## config.mk

```make
export PLATFORM = sky130hd
export DESIGN_NAME = s1488_resp_capture
export DESIGN_NICKNAME = d
export VERILOG_FILES = /design/src/rtl/s1488_resp_capture.sv
export SDC_FILE = /design/constraint.sdc
export NUM_CORES = 1
export LEC_CHECK = 0
export ABC_AREA = 1
export BUFFER_PORTS_ARGS = -buffer_cell sky130_fd_sc_hd__buf_2
export CORE_MARGIN = 1.5
export CORE_UTILIZATION = 50
export DETAILED_ROUTE_END_ITERATION = 16
export GPL_TIMING_DRIVEN = 1
export MAX_ROUTING_LAYER = met4
export PLACE_DENSITY = 0.72
export SETUP_SLACK_MARGIN = 0.02
export SKIP_CTS_REPAIR_TIMING = 1
export SLEW_MARGIN = 20
export SYNTH_ARGS = -nofsm -noshare
export SYNTH_HDL_FRONTEND = slang
export SYNTH_SLANG_ARGS = --single-unit
```

## constraint.sdc

```tcl
create_clock -name CK -period 9 [get_ports CK]
set_clock_uncertainty 0.2 [all_clocks]
set_input_delay 0.45 -clock CK [delete_from_list [all_inputs] [get_ports CK]]
set_output_delay 0.45 -clock CK [all_outputs]
set_load 0.005 [all_outputs]
```

## src/rtl/s1488_resp_capture.sv

```systemverilog
// rtl/s1488_resp_capture.sv - s1488 response change capture into a timestamped FWFT FIFO
module s1488_resp_capture #(
    parameter int DEPTH = 8,
    parameter int TSW   = 16,
    parameter int DCW   = 8
) (
    input  logic                       CK,
    input  logic                       CLR,
    input  logic                       in_en,
    input  logic [18:0]                in_vec,
    input  logic                       ovf_clr,
    input  logic                       rd_ready,
    output logic                       rd_valid,
    output logic [18:0]                rd_vec,
    output logic [TSW-1:0]             rd_stamp,
    output logic [4:0]                 rd_ones,
    output logic [$clog2(DEPTH):0]     fifo_count,
    output logic                       ovf,
    output logic [DCW-1:0]             drop_cnt
);
    localparam int AW = $clog2(DEPTH);
    localparam logic [AW:0] FULL_CNT = (AW+1)'(DEPTH);

    logic [18:0]    r_mem_vec   [DEPTH];
    logic [TSW-1:0] r_mem_stamp [DEPTH];
    logic [AW:0]    r_rd_ptr;
    logic [AW:0]    r_wr_ptr;
    logic [AW:0]    r_count;
    logic [18:0]    r_prev_vec;
    logic [TSW-1:0] r_stamp;
    logic           r_ovf;
    logic [DCW-1:0] r_drop_cnt;

    logic           w_chg;
    logic           w_pop;
    logic           w_slot;
    logic           w_push;
    logic           w_drop;
    logic [4:0]     w_ones;

    assign w_chg  = in_en & (in_vec != r_prev_vec);
    assign w_pop  = rd_valid & rd_ready;
    // A full FIFO still accepts a push when the head leaves on the same edge.
    assign w_slot = (r_count < FULL_CNT) | w_pop;
    assign w_push = w_chg & w_slot;
    assign w_drop = w_chg & ~w_slot;

    always_ff @(posedge CK or posedge CLR) begin
        if (CLR) begin
            r_rd_ptr   <= '0;
            r_wr_ptr   <= '0;
            r_count    <= '0;
            r_prev_vec <= '0;
            r_stamp    <= '0;
            r_ovf      <= 1'b0;
            r_drop_cnt <= '0;
        end else begin
            r_stamp <= r_stamp + TSW'(1);
            if (in_en) begin
                r_prev_vec <= in_vec;
            end
            if (w_push) begin
                r_wr_ptr <= r_wr_ptr + (AW+1)'(1);
            end
            if (w_pop) begin
                r_rd_ptr <= r_rd_ptr + (AW+1)'(1);
            end
            if (w_push && !w_pop) begin
                r_count <= r_count + (AW+1)'(1);
            end else if (w_pop && !w_push) begin
                r_count <= r_count - (AW+1)'(1);
            end
            // A drop on the same edge as a clear restarts the tally at one.
            if (w_drop) begin
                r_ovf <= 1'b1;
                if (ovf_clr) begin
                    r_drop_cnt <= DCW'(1);
                end else if (r_drop_cnt != '1) begin
                    r_drop_cnt <= r_drop_cnt + DCW'(1);
                end
            end else if (ovf_clr) begin
                r_ovf      <= 1'b0;
                r_drop_cnt <= '0;
            end
        end
    end

    always_ff @(posedge CK) begin
        if (w_push) begin
            r_mem_vec[r_wr_ptr[AW-1:0]]   <= in_vec;
            r_mem_stamp[r_wr_ptr[AW-1:0]] <= r_stamp;
        end
    end

    assign rd_valid   = (r_count != '0);
    assign rd_vec     = rd_valid ? r_mem_vec[r_rd_ptr[AW-1:0]] : '0;
    assign rd_stamp   = rd_valid ? r_mem_stamp[r_rd_ptr[AW-1:0]] : '0;
    assign fifo_count = r_count;
    assign ovf        = r_ovf;
    assign drop_cnt   = r_drop_cnt;

    always_comb begin
        w_ones = '0;
        for (int i = 0; i < 19; i++) begin
            w_ones = w_ones + 5'(rd_vec[i]);
        end
    end

    assign rd_ones = w_ones;
endmodule

```

# Word level (Yosys, flattened, before mapping)
# Memories as Yosys holds them, arrays and structs flattened.
# Cells that the tools add are included.
# W data, S select, Z words.
# op_classes
add_sub_neg	24
magnitude_cmp	1
eq_ne	2
n_mux	12
bitwise_logic	6
n_reduce_logical	9
# op_table
operator	count
$add A5 B1 Y5	14
$mux W8	4
$mux W19	1
$ne A19 B19 Y1	1
$add A16 B1 Y16 const B	1
$mux W16	1
$add A4 B1 Y4 const B	3
$add A8 B1 Y8 const B	1
$mux W4	2
$ne A8 B8 Y1 const B	1
$reduce_bool A2 Y1	3
$add A4 B1 Y5	1
$add A3 B1 Y4	1
$and A1 B1 Y1	4
$lt A4 B4 Y1 const B	1
$mux W1	4
$reduce_bool A4 Y1	1
$sub A4 B1 Y4 const B	1
$add A2 B1 Y3	1
$add A1 B1 Y2	1
$logic_and A1 B1 Y1	2
$logic_not A1 Y1	2
$reduce_and A2 Y1	1
$not A1 Y1	1
$or A1 B1 Y1	1
# totals
regBits	56
ram_bits	280
input_bits	24
out_inout_bits	54
elab_cells	63
mem_count	2
# mem_list
memory	words	width	rd	rd_clocked_by_memory_dff	write_ports	line_no	text
r_mem_vec	8	19	1	0	1	24	logic [18:0] r_mem_vec [DEPTH];
r_mem_stamp	8	16	1	0	1	25	logic [TSW-1:0] r_mem_stamp [DEPTH];

# Logic depth before layout (Yosys ltp)
# Gate-level depths: netlist of run 1.
# depth
word_depth	20
mapped_depth	20
depth_no_buf	18

# Least setup slack after synthesis of run 1
# OpenSTA, ideal clock, no wires.
# synth_timing
kind	register -> output
start	register r_rd_ptr[0]
end	output rd_ones[4]
arrival_ns	4.887
required_ns	8.350
setup_slack_ns	3.463
stages_incl_launch_ff	21
n_path_buf	2
cell_sequence	dfrtp_1 inv_2 buf_4 buf_2 nor2_1 o22ai_1 o21ai_0 a31oi_1 fa_1 inv_1 fa_1 fa_1 fa_1 inv_1 fa_1 inv_1 fa_1 fa_1 inv_1 a21oi_1 o21bai_1
# synth_via
elab_cells_between_ends	20
classes_between	add/sub: 18; mux: 1; memory: 1
# synth_lines
item	line_no	text
start, declared	26	logic [AW:0] r_rd_ptr;
start signal, assigned	66	r_rd_ptr <= r_rd_ptr + (AW+1)'(1);
$mem_v2 Z8 W19	n/a	
$mux W19	96	assign rd_vec = rd_valid ? r_mem_vec[r_rd_ptr[AW-1:0]] : '0;
named net rd_vec[3]	14	output logic [18:0] rd_vec,
$add A3 B1 Y4	105	w_ones = w_ones + 5'(rd_vec[i]);
$add A4 B1 Y5	105	
$add A5 B1 Y5 (14 in a row)	105	
end, declared	16	output logic [4:0] rd_ones,
# The timed path passes the listed nets, and every way through them passes these cells.

# Worst setup path in the final report of run 1
# layout_timing
start	register r_rd_ptr[0]
end	output rd_ones[4]
# layout_via
elab_chain_cells	20
# layout_lines
item	line_no
$mem_v2 Z8 W19 (*)	n/a
$mux W19 (*)	96
$add A1 B1 Y2	105
$add A2 B1 Y3	105
$add A3 B1 Y4	105
$add A4 B1 Y5	105
$add A5 B1 Y5 (13 in a row)	105
$add A5 B1 Y5 (*)	105
# Every way passes the cells marked *; elsewhere a longest branch is shown, timed or not.

==> flow_metrics.py, run 1 <==
metrics = {
    "drt": {
        "drt_iter0_markers": 788,
        "first_pass_iters": 5,
        "routed_via_density": 5.461,
        "num_vias": 9022,
        "wire_per_inst_um": 18.42,
        "drc": 0,
        "wirelength_um": 30430,
        "ant_nets": 0,
    },
    "run": {
        "max-cap-violations": 0,
    },
    "synthesis": {
        "synth_top_area_cell": "edfxtp_1",
        "syn_nets": 1230,
        "synth_top_flop_cell": "edfxtp_1",
        "yosysSeqAreaShare": 0.6857,
        "synthDistinctLibCells": 43,
        "synth_cells": 1178,
        "ys.warnings.count": 0,
        "synth_edf_count": 280,
        "netlist_top_cells_area": "edfxtp_1 (59%), dfrtp_1 (9.5%), o21ai_0 (6.2%), nor2_1 (5.7%), nand2_1 (2.8%)",
        "avgSynthCellArea_um2": 12.08,
        "netlist.area_leader.share": 0.5908,
        "synth_seq_cells": 334,
        "ys_async_sr_fraction": 0.1617,
        "syn_area_um2": 14230,
    },
    "setup_path": {
        "crit_type": "flop to output port",
        "critical_path_arrival_ns": 6.76,
        "cp-start-kind": "flop",
        "cp-end-kind": "output port",
        "crit_fanout": 100,
        "required_ns": 8.35,
    },
    "global_route": {
        "grt_pass1_vias": 8699,
        "grt_use_total": 0.2198,
        "grt_overflow_total": 0,
        "grt_max_degree": 101,
        "grt_pass1_wl_um": 47290,
        "antenna_found_initial": 1,
    },
    "place": {
        "post-dp-hpwl_um": 17020,
        "portBuffers": 77,
        "numPlacedInstances": 1590,
        "place.gp.congestion": 0.8271,
    },
    "floorplan": {
        "die_h_um": 171.7,
        "die_area_um2": 29490,
        "die_w_um": 171.7,
        "core_area_um2": 27930,
        "io_pins": 78,
        "start_util": 0.5095,
        "rows": 61,
    },
    "sta": {
        "final.min_clock_period_ns": 7.405,
        "slew_violations": 0,
        "setup_tns_ns": 0,
        "finalCritPeriodShare": 0.8228,
        "rsz0062_at_grt": "false",
        "worstMarginPinSlew_ns": 1.003,
        "fmax_mhz": 135.0,
        "hold_viol_final": 54,
        "relSlewSlack": 0.3313,
        "finalSetupViolations": 0,
        "fin_hold_ws_ns": -0.04483,
    },
    "clocking": {
        "cts-buffers-inserted": 34,
        "cts_max_path_buffers": 3,
        "cts_tree": "yes",
        "clock_latency_ns": 0.51,
        "cts_root_buf": "clkbuf_16",
        "htree_levels": 2,
        "cts_sinks": 334,
        "path_clk_slew_ns": 0.06,
    },
    "hold_path": {
        "hold_path.class": "input pin to asynchronous set/reset pin",
    },
    "layout": {
        "drive_gt1_frac": 0.1524,
        "areaGrowthSynthToFinish_pct": 13.35,
        "stdcell_count": 1652,
        "final_nets": 1300,
    },
    "outcome": {
        "status": "finished with violations",
        "violations": "negative hold slack",
    },
}
-- cells in the final DEF (no fill, tap or decap), types with 15 or more instances in the layout --
cell type	instances
a31oi_1	23
buf_2	77
buf_4	18
clkbuf_16	35
dfrtp_1	52
edfxtp_1	280
inv_1	79
nand2_1	107
nand3_1	15
nor2_1	210
o21ai_0	176
o22ai_1	35
xnor2_1	16
-- worst paths after layout --
path,cells after the start,slack (ns),from,end
max in group asynchronous,3,8.06,CLR,r_rd_ptr[0]$_DFFE_PP0P_
setup / recovery,19,1.59,r_rd_ptr[0]$_DFFE_PP0P_,rd_ones[4]
hold / removal,3,-0.04,CLR,r_stamp[10]$_DFF_PP0_
min in group CK,3,0.03,rd_ready,r_rd_ptr[0]$_DFFE_PP0P_
hold reg to reg,2,0.29,ovf$_DFFE_PP0P_,ovf$_DFFE_PP0P_
setup reg to reg,9,5.81,fifo_count[0]$_DFFE_PP0P_,r_mem_stamp[2][4]$_DFFE_PP_
-- cell type report --
type	count	area, µm²
diodes	1	2.502
clock buffers	54	997.2
clock inverters	7	115.1
fillers	2221	11800
inverters	85	320.3
multi-input cells	698	3940
flip-flops and latches	334	9764
well taps	378	473.0
repair buffers	95	520.5
-- metrics by stage --
step | util | hold slack [ns] | area [µm²] | setup WS, ns
2_1_floorplan | - | 0.2736 | 14230 | 3.463
3_3_place_gp | 0.5376 | 0.2680 | 15020 | 2.321
3_5_place_dp | 0.5376 | 0.2705 | 15020 | 2.170
4_1_cts | 0.5774 | -0.02338 | 16130 | 1.600
5_1_grt | 0.5775 | 0.03227 | 16130 | 1.218
6_report | 0.5775 | -0.04483 | 16130 | 1.595
-- routing by layer --
metal / share of wire / track usage / vias to the layer above
li1: - / - / 4275
met1: 0.44 / 0.2926 / 4404
met2: 0.48 / 0.3443 / 293
met3: 0.068 / 0.03935 / 50
met4: 0.020 / 0.07208 / 0
met5: 0 / - / -
-- registers in the layout, indices dropped and copies added, names as in the netlist --
name	cells
r_mem_stamp	128
ovf	1
r_stamp	16
r_wr_ptr	3
r_prev_vec	19
r_mem_vec	152
drop_cnt	8
r_rd_ptr	3
fifo_count	4
-- logic make-up after synthesis --
family,synth area share
fa+ha+maj,0.03200
flops,0.6857
buf+inv,0.04167
xor+xnor,0.01785
mux,0.004747
compound gates,0.1099
simple gates,0.1081
-- worst max-delay path: stages (launching register included) --
cell and delay [ns]:
dfrtp_4 0.72, buf_4 0.85, o21ai_0 0.25, o22ai_1 0.20, o21ai_0 0.10, a31oi_1 0.29, fa_1 0.47, inv_1 0.14
fa_1 0.46, fa_1 0.49, fa_1 0.49, inv_1 0.05, fa_1 0.48, inv_1 0.05, fa_1 0.41, fa_1 0.41
inv_1 0.07, a21oi_1 0.06, o21bai_1 0.13, buf_2 0.13
-- cells in the mapped netlist, types with 2 or more instances --
master,number
clkbuf_1,31
nor2_4,3
inv_1,80
xor2_1,13
ha_1,14
fa_1,14
o21ai_0,176
clkbuf_2,2
nand3_2,3
or2_2,2
a21oi_1,4
a31oi_1,23
edfxtp_1,280
buf_1,3
dfrtp_1,54
nand2_2,5
mux2_2,6
inv_2,4
o22ai_1,35
nand4_1,2
buf_4,2
buf_2,22
nor2_1,218
nand3_1,15
o211ai_2,12
o21ai_1,6
nand2_1,107
xnor2_1,16
o221ai_1,12
Power of run 1 is left out: the tool's default activity adds up to more than one toggle a clock period on the data nets, which glitch-free logic cannot reach.
==> run 2, diff against run 1 <==
==> constraint.sdc (replaced) <==
create_clock -name CK -period 7.47 [get_ports CK]
set_clock_uncertainty 0.2 [all_clocks]
set_input_delay 0.3735 -clock CK [delete_from_list [all_inputs] [get_ports CK]]
set_output_delay 0.3735 -clock CK [all_outputs]
set_load 0.005 [all_outputs]
==> run 2 against run 1 <==
  * The flow still finishes with violations (negative hold slack)
  * Non-clock buffer count rose by 2
  * Largest cell class unchanged
  * Global-route usage rose by 0.48 points
  * Critical endpoint unchanged
  * Wire length rose by 3.8%
  * Via count rose by 2.0%
  * Count of clock-buffer cells in the layout fell by 4
  * Die area did not move
  * Final cell count rose by 0.24%
  * Worst setup slack got worse by 0.97 ns
  * Hold slack improved by 0.029 ns
==> flow_metrics.py, run 2 (same netlist as run 1, synthesis figures left out) <==
metrics = {
    "place": {
        "post-dp-hpwl_um": 17060,
        "portBuffers": 77,
        "numPlacedInstances": 1589,
        "place.gp.congestion": 0.8349,
    },
    "layout": {
        "largest_reg_flops": 152,
        "multiInputGateArea_um2": 3940,
        "layout_commonest_cell": "edfxtp_1",
        "ff_latch_area_um2": 9764,
        "stdcell_count": 1656,
        "areaGrowthSynthToFinish_pct": 13.20,
        "final_cell_mix": "edfxtp_1 (280), nor2_1 (210), o21ai_0 (176)",
        "nFillCells": 2233,
        "final_nets": 1302,
        "drive_gt1_frac": 0.1529,
    },
    "global_route": {
        "grt_max_degree": 142,
        "grt_pass1_vias": 8986,
        "grt_pass1_wl_um": 48780,
        "met1_usage": 0.2982,
        "met3_usage": 0.04280,
        "top_usage_layer": "met2",
        "grt_util_met2": 0.3526,
        "grt_use_total": 0.2246,
        "antenna_found_initial": 3,
        "grt_overflow_total": 0,
    },
    "sta": {
        "finalCritPeriodShare": 0.9162,
        "setup_tns_ns": 0,
        "worstMarginPinSlew_ns": 0.9050,
        "rsz0062_at_grt": "false",
        "relSlewSlack": 0.3946,
        "finalSetupViolations": 0,
        "fmax_mhz": 146.1,
        "hold_viol_final": 12,
        "slew_violations": 0,
        "final.min_clock_period_ns": 6.844,
        "fin_hold_ws_ns": -0.01616,
    },
    "floorplan": {
        "core_area_um2": 27930,
        "die_area_um2": 29490,
        "rows": 61,
        "die_w_um": 171.7,
        "die_h_um": 171.7,
        "start_util": 0.5095,
        "io_pins": 78,
    },
    "drt": {
        "routed_via_density": 5.555,
        "wirelength_um": 31580,
        "num_vias": 9199,
        "first_pass_iters": 7,
        "drt_iter0_markers": 1028,
        "ant_nets": 0,
        "wire_per_inst_um": 19.07,
        "drc": 0,
    },
    "hold_path": {
        "hold_path.class": "input pin to flop",
        "min_path_cells": 1,
        "hold_start": "in_vec[11]",
        "min_to": "r_mem_vec[7][11]$_DFFE_PP_",
    },
    "setup_path": {
        "crit_fanout": 53,
        "cp-start-kind": "flop",
        "required_ns": 6.90,
        "crit_type": "flop to output port",
        "r2r_slack_ns": 3.96,
        "cp-end-kind": "output port",
        "critPathMaxStageDelay_ns": 0.62,
        "r2r_end": "r_mem_vec[7][3]$_DFFE_PP_",
        "crit_chain": "buf_4 -> o21ai_0 -> o221ai_1 -> o211ai_2 -> fa_1 -> inv_1 -> fa_1 -> inv_1 -> fa_1 -> fa_1 -> inv_1 -> fa_1 -> inv_1 -> fa_1 -> fa_1 -> inv_1 -> a21oi_1 -> o21bai_1 -> buf_2",
        "reg2reg_from": "fifo_count[0]$_DFFE_PP0P_",
        "cp_slowest_cell": "dfrtp_2",
        "crit_top_cell": "fa_1",
        "reg2regPathDepth": 9,
        "critical_path_arrival_ns": 6.27,
    },
    "clocking": {
        "path_clk_slew_ns": 0.06,
        "cts-buffers-inserted": 34,
        "htree_levels": 2,
        "cts_root_buf": "clkbuf_16",
        "cts_max_path_buffers": 3,
        "cts_sinks": 334,
        "clock_latency_ns": 0.51,
        "cts_tree": "yes",
    },
    "outcome": {
        "violations": "negative hold slack",
        "status": "finished with violations",
    },
    "run": {
        "max-cap-violations": 0,
    },
}
==> run 2: area by class of cell <==
type,count,area share
diodes,3,0.0004660
clock buffers,50,0.05848
clock inverters,11,0.005902
inverters,85,0.01988
multi-input cells,698,0.2446
flip-flops and latches,334,0.6061
well taps,378,0.02936
repair buffers,97,0.03526
==> run 2: critical path, delay by kind of cell (launching register included) <==
kind                       cells  cell delay [ns]
buffers and inverters          7             1.00
AOI/OAI and AO/OA              5             0.83
adders and majority gates      7             3.27
DFF                            1             0.62
==> run 2: worst max-delay path by stage <==
stage                       endpoint                    start
after floorplan           rd_ones[4]  r_rd_ptr[0]$_DFFE_PP0P_
after CTS                 rd_ones[4]  r_rd_ptr[1]$_DFFE_PP0P_
after global routing      rd_ones[4]  r_rd_ptr[1]$_DFFE_PP0P_
after detailed placement  rd_ones[4]  r_rd_ptr[1]$_DFFE_PP0P_
final                     rd_ones[4]  r_rd_ptr[1]$_DFFE_PP0P_
after global placement    rd_ones[4]  r_rd_ptr[1]$_DFFE_PP0P_
==> run 2: per-layer routing <==
| metal | wire length [µm] | vias up | share of wire |
|---|---|---|---|
| met5 | 0 | - | 0 |
| met4 | 733 | 0 | 0.023 |
| met3 | 2411 | 67 | 0.076 |
| met2 | 14910 | 354 | 0.47 |
| met1 | 13530 | 4501 | 0.43 |
| li1 | - | 4277 | - |
==> run 2: stage by stage <==
step                      hold WS [ns]  instance area (µm²)  worst slack (ns)    util
after floorplan                 0.2724                14230             2.010       -
after global placement          0.2702                15040             1.308  0.5383
after detailed placement        0.2789                15040             1.229  0.5383
after CTS                     -0.08226                16070            0.6642  0.5754
after global routing         0.0002529                16110            0.2988  0.5767
final                         -0.01616                16110            0.6259  0.5767
Power of run 2 is left out for the same reason.
